--- src/rtl/mem_arbiter.sv ---
`default_nettype none
// ============================================================================
//  Module      : mem_arbiter
//  Description : Round-robin arbiter sharing one single-port byte-addressed
//                memory between two requesters (r0 = LSU, r1 = debug/loader).
//                Sequences loads, word stores and read-modify-write sub-word
//                stores, returning one response pulse per accepted request.
//  Revision    : 1.0 - initial release
// ============================================================================
module mem_arbiter #(
    parameter int ADDRESS_WIDTH = 32,
    parameter int DATA_WIDTH    = 32
) (
    input  logic                     clk,
    input  logic                     rst_n,
    // requester 0
    input  logic                     r0_valid,
    output logic                     r0_ready,
    input  logic                     r0_we,
    input  logic [1:0]               r0_size,
    input  logic [ADDRESS_WIDTH-1:0] r0_addr,
    input  logic [DATA_WIDTH-1:0]    r0_wdata,
    output logic                     r0_resp,
    output logic [DATA_WIDTH-1:0]    r0_rdata,
    // requester 1
    input  logic                     r1_valid,
    output logic                     r1_ready,
    input  logic                     r1_we,
    input  logic [1:0]               r1_size,
    input  logic [ADDRESS_WIDTH-1:0] r1_addr,
    input  logic [DATA_WIDTH-1:0]    r1_wdata,
    output logic                     r1_resp,
    output logic [DATA_WIDTH-1:0]    r1_rdata,
    // memory port
    output logic                     mem_we,
    output logic [ADDRESS_WIDTH-1:0] mem_a,
    output logic [DATA_WIDTH-1:0]    mem_wd,
    input  logic [DATA_WIDTH-1:0]    mem_rd
);

    typedef enum logic [1:0] {
        S_IDLE   = 2'd0,
        S_ACCESS = 2'd1,
        S_WRITE  = 2'd2,
        S_RESP   = 2'd3
    } state_t;

    state_t                     state_q, state_d;
    logic                       last_grant_q, last_grant_d;
    logic                       we_q, we_d;
    logic [1:0]                 size_q, size_d;
    logic [ADDRESS_WIDTH-1:0]   addr_q, addr_d;
    logic [DATA_WIDTH-1:0]      wdata_q, wdata_d;
    logic [DATA_WIDTH-1:0]      merge_q, merge_d;
    logic [DATA_WIDTH-1:0]      rdata_q, rdata_d;

    logic                       any_valid;
    logic                       winner;
    logic                       sub_word;

    // Pick the requester to serve: the sole valid one, or the one not served last on a tie
    always_comb begin
        any_valid = r0_valid | r1_valid;
        if (r0_valid && r1_valid) begin
            winner = ~last_grant_q;
        end else begin
            winner = r1_valid;
        end
    end

    // Sizes 00/01 need read-modify-write; 10/11 write the whole word
    assign sub_word = (size_q == 2'b00) || (size_q == 2'b01);

    // After a handshake last_grant names the requester being served
    assign mem_a    = addr_q;
    assign r0_rdata = rdata_q;
    assign r1_rdata = rdata_q;

    // Next-state, request latching and memory/handshake outputs
    always_comb begin
        state_d      = state_q;
        last_grant_d = last_grant_q;
        we_d         = we_q;
        size_d       = size_q;
        addr_d       = addr_q;
        wdata_d      = wdata_q;
        merge_d      = merge_q;
        rdata_d      = rdata_q;
        r0_ready     = 1'b0;
        r1_ready     = 1'b0;
        r0_resp      = 1'b0;
        r1_resp      = 1'b0;
        mem_we       = 1'b0;
        mem_wd       = wdata_q;

        case (state_q)
            S_IDLE: begin
                if (any_valid) begin
                    r0_ready     = ~winner;
                    r1_ready     = winner;
                    we_d         = winner ? r1_we    : r0_we;
                    size_d       = winner ? r1_size  : r0_size;
                    addr_d       = winner ? r1_addr  : r0_addr;
                    wdata_d      = winner ? r1_wdata : r0_wdata;
                    last_grant_d = winner;
                    state_d      = S_ACCESS;
                end
            end
            S_ACCESS: begin
                if (!we_q) begin
                    case (size_q)
                        2'b00:   rdata_d = {{(DATA_WIDTH-8){1'b0}}, mem_rd[7:0]};
                        2'b01:   rdata_d = {{(DATA_WIDTH-16){1'b0}}, mem_rd[15:0]};
                        default: rdata_d = mem_rd;
                    endcase
                    state_d = S_RESP;
                end else if (!sub_word) begin
                    mem_we  = 1'b1;
                    mem_wd  = wdata_q;
                    state_d = S_RESP;
                end else begin
                    // Keep the untouched upper bytes of the old word
                    if (size_q == 2'b00) begin
                        merge_d = {mem_rd[DATA_WIDTH-1:8], wdata_q[7:0]};
                    end else begin
                        merge_d = {mem_rd[DATA_WIDTH-1:16], wdata_q[15:0]};
                    end
                    state_d = S_WRITE;
                end
            end
            S_WRITE: begin
                mem_we  = 1'b1;
                mem_wd  = merge_q;
                state_d = S_RESP;
            end
            S_RESP: begin
                r0_resp = ~last_grant_q;
                r1_resp = last_grant_q;
                state_d = S_IDLE;
            end
            default: state_d = S_IDLE;
        endcase
    end

    // State and request registers; reset aborts any access in flight
    always_ff @(posedge clk or negedge rst_n) begin
        if (!rst_n) begin
            state_q      <= S_IDLE;
            last_grant_q <= 1'b1;
            we_q         <= 1'b0;
            size_q       <= 2'b00;
            addr_q       <= '0;
            wdata_q      <= '0;
            merge_q      <= '0;
            rdata_q      <= '0;
        end else begin
            state_q      <= state_d;
            last_grant_q <= last_grant_d;
            we_q         <= we_d;
            size_q       <= size_d;
            addr_q       <= addr_d;
            wdata_q      <= wdata_d;
            merge_q      <= merge_d;
            rdata_q      <= rdata_d;
        end
    end

endmodule
`default_nettype wire
--- config.mk ---
export PLATFORM = sky130hd
export DESIGN_NAME = mem_arbiter
export DESIGN_NICKNAME = d
export VERILOG_FILES = /design/src/rtl/mem_arbiter.sv
export SDC_FILE = /design/constraint.sdc
export NUM_CORES = 1
export LEC_CHECK = 0
export ABC_CLOCK_PERIOD_IN_PS = 1800
export BUFFER_PORTS_ARGS = -buffer_cell sky130_fd_sc_hd__buf_2
export CAP_MARGIN = 20
export CORE_ASPECT_RATIO = 0.75
export CORE_UTILIZATION = 47
export CTS_CLUSTER_DIAMETER = 60
export DETAILED_ROUTE_END_ITERATION = 16
export PLACE_DENSITY = 0.81
export SYNTH_ARGS = -nofsm -noshare
export SYNTH_HDL_FRONTEND = slang
export SYNTH_SLANG_ARGS = --single-unit
--- constraint.sdc ---
create_clock -name clk -period 1.8 [get_ports clk]
set_input_delay 0.27 -clock clk [delete_from_list [all_inputs] [get_ports clk]]
set_output_delay 0.27 -clock clk [all_outputs]
set_load 0.02 [all_outputs]
# ---- Yosys cells after proc, flatten, opt, wreduce, memory -nomap -nowiden
# Index checks and enable logic that the tools add are counted.
# Widths: inputs -> output; s select.
dict set report word_totals {
  register_bits 134
  latch_bits 0
  ramBits 0
  romBits 0
  out_inout_bits 133
  word_cells 45
  n_memories 0
}
dict set report classes {
  add_sub_neg 0
  mul 0
  n_div 0
  order_cmp 0
  eq_ne 5
  shifts 0
  muxes 21
  n_bitwise 4
  reduce_logical 7
}
# operator count
set ops {}
lappend ops {{$mux 32} 3}
lappend ops {{$pmux 32 s2} 1}
lappend ops {{$mux 16} 1}
lappend ops {{$mux 1} 12}
lappend ops {{$pmux 2 s4} 1}
lappend ops {{$eq 2x1->1 const B} 2}
lappend ops {{$eq 2x2->1 const B} 2}
lappend ops {{$logic_not 2->1} 2}
lappend ops {{$mux 2} 2}
lappend ops {{$reduce_and 2->1} 2}
lappend ops {{$not 1->1} 3}
lappend ops {{$reduce_and 3->1} 1}
lappend ops {{$ne 2x2->1 const B} 1}
lappend ops {{$pmux 1 s2} 1}
lappend ops {{$logic_and 1x1->1} 1}
lappend ops {{$logic_or 1x1->1} 1}
lappend ops {{$or 1x1->1} 1}

# ---- Logic depth before layout (Yosys ltp)
dict set report logic_depth {
  word_depth 5
  ltp_mapped 7
  depth_no_buf 5
}

# ---- Least setup slack after synthesis
# Ideal clock, no wire load.
dict set report synth_path {
  kind {register to output}
  startpoint {register state_q[0]}
  endpoint {output port mem_wd[10]}
  arrival_ns 1.446
  required_ns 1.530
  path_slack_ns 0.084
  stages_incl_launch_ff 6
  cell_sequence {dfrtp_1 inv_1 ha_1 clkbuf_1 buf_2 mux2_2}
}
dict set report synth_between {
  elab_chain_len 2
}
# element line
set synth_lines {}
lappend synth_lines {{start: declaration} 48} ;# state_t state_q, state_d;
lappend synth_lines {{start signal: assignment} 157} ;# state_q <= state_d;
lappend synth_lines {{$eq 2x2->1} 96} ;# case (state_q)
lappend synth_lines {{$mux 32} --}
lappend synth_lines {{end: declaration} 37} ;# output logic [DATA_WIDTH-1:0] mem_wd,
# No other way between the ends.

# ---- Worst setup path in the final report
# Ends and elaborated chain as after synthesis.

==> results.tsv <==
stage	metric	value	unit
power	combinational power share	54.8	%
route	vias per cell	5.355	
clock_tree	clk slew on worst S/H paths	0.06	ns
synthesis	#FFs+latches synth	134	
timing	final period utilization	115.1	%
worst_setup_path	Worst EP required	1.53	ns
synthesis	Synth Area per Inst	10.99	µm²
worst_setup_path	CP Launch Type	flop	
timing	Fin Clk Skew	0.007646	ns
synthesis	count of cell types in the netlist	31	
route	DR pass1 iterations	5	
timing	RSZ-0062 raised after global routing	yes	
global_routing	GR Overflow Total	0	
synthesis	Main synth FF type	dfrtp_1	
power	static leakage	4.785	nW
route	DRC	0	
worst_setup_path	Crit. End Element	output port	
global_routing	pin count of the biggest net entering global routing	48	
synthesis	Synthesized Nets	749	
global_routing	vias in the first global route	5427	
finish	nets	1064	
placed_design	Final Wtd Congestion	0.8355	
global_routing	initial antenna violation count	2	
clock_tree	number of buffers created by CTS	17	
floorplan	Site Rows	36	
synthesis	Cell Area, Synth	6319	µm²
power	clock share of power	17.2	%
floorplan	Die Area	13920	µm²
worst_setup_path	arrival time worst endpoint	1.80	ns
power	Pint	11.81	mW
timing	Slew HR	69.55	%
finish	Area growth syn-to-layout	50.12	%
floorplan	initial core utilization	48.37	%
hold_path	Hold Crit Class	in -> reg	
power	sequential power share	28.0	%
route	DR WL/cell	19.50	µm
outcome	status	complete, but fails checks	
placed_design	IO buf count	302	
clock_tree	H-tree depth	4	
worst_setup_path	Worst R2R Path Depth	10	
finish	Fillers	906	
route	Routed WL	20970	µm
hold_path	worst hold endpoint	r0_rdata[2]	
global_routing	first-pass GRT wire length	28030	µm
placed_design	placed insts	1004	
worst_setup_path	R2R Path End	wdata_q[6]	
finish	fraction of layout cells with a size suffix above 1	52.44	%
clock_tree	root buf cell	clkbuf_16	
synthesis	Synth async-reset ratio	100.0	%
worst_setup_path	crit path kind	reg -> out	
timing	Slew Limit Fails	0	
timing	crit path time final	2.071	ns
floorplan	height of the chip	102.4	µm
power	Power Dens Cells	2086	nW/µm²
timing	fmax	482.8	MHz
floorplan	die width	135.9	µm
floorplan	core box area	13060	µm²
timing	setup ws final	-0.2714	ns
route	vias	5757	
placed_design	post-DP HPWL	12740	µm
worst_setup_path	Crit Path Max Fanout	7	
power	Max rail drop VDD	1.088	mV
worst_setup_path	RR Startpoint	state_q[0]	
synthesis	sequential share of the synthesized area	53.09	%
timing	worst slew pin tran	0.4568	ns
clock_tree	clk buf depth	2	
hold_path	hold_sp	mem_rd[2]	
route	Iteration-0 DRC Markers	315	
power	Overall Power	19.78	mW
timing	Final Hold Viols	0	
synthesis	yosys warns	0	
outcome	failing checks	setup timing	
clock_tree	CTS tree	yes	
finish	final std cells w/o fill	1075	
clock_tree	clk sinks	134	
run	# Max-Cap Violations	0	
timing	Final setup viols	108	
synthesis	number of synthesized flops with an enable pin	0	
global_routing	Total GRT Usage	26.81	%
clock_tree	insertion delay to the later sink of the worst-skew pair	0.40	ns
worst_setup_path	R2R Setup Slk	-0.09	ns
route	ANT nets after route	0	
power	Switching Fraction	40.28	%
synthesis	Syn Inst Count	575	
floorplan	# IOs	303	
power	Psw	7.970	mW
hold_path	hold path depth	2	
[through the flow]
step / setup WS, ns / area [µm²] / TNS, ns / util, % / hold slack, ns
floorplan: 0.08434 / 6319 / 0 / - / -0.02559
global placement: 0.1205 / 7910 / 0 / 60.56 / 0.2425
detailed placement: 0.06735 / 7910 / 0 / 60.56 / 0.2402
CTS: -0.2744 / 8846 / -7.822 / 67.72 / 0.06314
global route: -0.3178 / 9483 / -16.87 / 72.60 / 0.06969
finish: -0.2714 / 9485 / -10.99 / 72.61 / 0.07700
[registers in the layout (all words and copies together), names as in the netlist]
| register | flops |
|---|---|
| mem_a | 32 |
| merge_q | 32 |
| r0_rdata | 32 |
| wdata_q | 32 |
| size_q | 2 |
| state_q | 2 |
| last_grant_q | 1 |
| we_q | 1 |
[worst max-delay path, stage by stage (launching register included)]
cell and delay (ns):
dfrtp_1 0.39, inv_2 0.10, ha_4 0.17, buf_6 0.14, buf_16 0.15, mux2_4 0.31
buf_6 0.13
[cell usage after synthesis (4+ instances only)]
library cell / n / area (µm²)
dfrtp_1: 133 / 3328
nand2_1: 104 / 390.4
buf_4: 41 / 307.8
nor2b_1: 38 / 237.7
a221o_1: 36 / 360.4
mux2_1: 34 / 382.9
a31oi_1: 32 / 200.2
nor2_1: 32 / 120.1
mux2_2: 30 / 337.8
o21ai_1: 27 / 135.1
buf_2: 23 / 115.1
a22o_1: 8 / 70.07
mux2i_1: 8 / 80.08
ha_1: 4 / 50.05
[how the worst max path moves through the flow]
stage                          start         end  slack, ns  cells after the start
after floorplan           state_q[0]  mem_wd[10]       0.08                      5
after global placement    state_q[0]  mem_wd[24]       0.12                      5
after detailed placement  state_q[0]  mem_wd[12]       0.07                      5
after CTS                 state_q[0]  mem_wd[20]      -0.27                      6
after global routing      state_q[0]  mem_wd[24]      -0.32                      6
final                     state_q[0]  mem_wd[10]      -0.27                      6
[logic make-up after synthesis]
family,Yosys count,share of synthesized area (%)
AND/OR/NAND/NOR,182,12.69
adder cells (fa/ha/maj),4,0.7921
flip-flops,134,53.09
AO/OA/AOI/OAI,110,13.41
multiplexers,72,12.67
buffers and inverters,73,7.347
[power by group through the flow]
stage	clock, mW	sequential (mW)	combinational [mW]
detailed placement	0	5.44	8.31
floorplan	0	5.96	5.24
global placement	0	5.42	8.10
CTS	3.46	5.42	9.29
finish	3.40	5.54	10.8
global route	3.60	5.70	11.6
[repair_timing]
item	4_1_cts	5_1_grt
endpoints found under the setup margin	35	108
resized for setup	49	84
hold buffers	1	0
pin swaps	3	2
hold endpoints to repair	44	0
gates cloned	3	13
setup buffers	13	12
[layer usage]
layer  vias up  wire length (µm)  GRT usage (%)  part of all wire [%]
met5         -                13              0                 0.062
met4         2               499          9.487                   2.4
met3        45              1331          6.250                   6.3
met2       293             10180          44.03                    49
met1      2799              8942          35.00                    43
li1       2618                 -              -                     -
[final cells by class]
cell class / instances / area (µm²) / area share [%]
Clock inverter: 12 / 128.9 / 1.359
Timing Repair Buffer: 366 / 2581 / 27.21
Sequential cell: 134 / 3354 / 35.36
Antenna cell: 2 / 5.005 / 0.05276
Tap cell: 171 / 214.0 / 2.256
Clock buffer: 19 / 452.9 / 4.775
Inverter: 3 / 18.77 / 0.1979
Multi-Input combinational cell: 368 / 2730 / 28.78
[placed cells by master, fill, tap and decap left out, drive strengths merged, types with 27 or more instances in the layout]
master,n
a221o,36
a31oi,32
buf,354
clkbuf,30
dfrtp,133
mux2,64
nand2,106
nor2,33
nor2b,38
o21ai,27
Power figures use the tool's default switching activity.
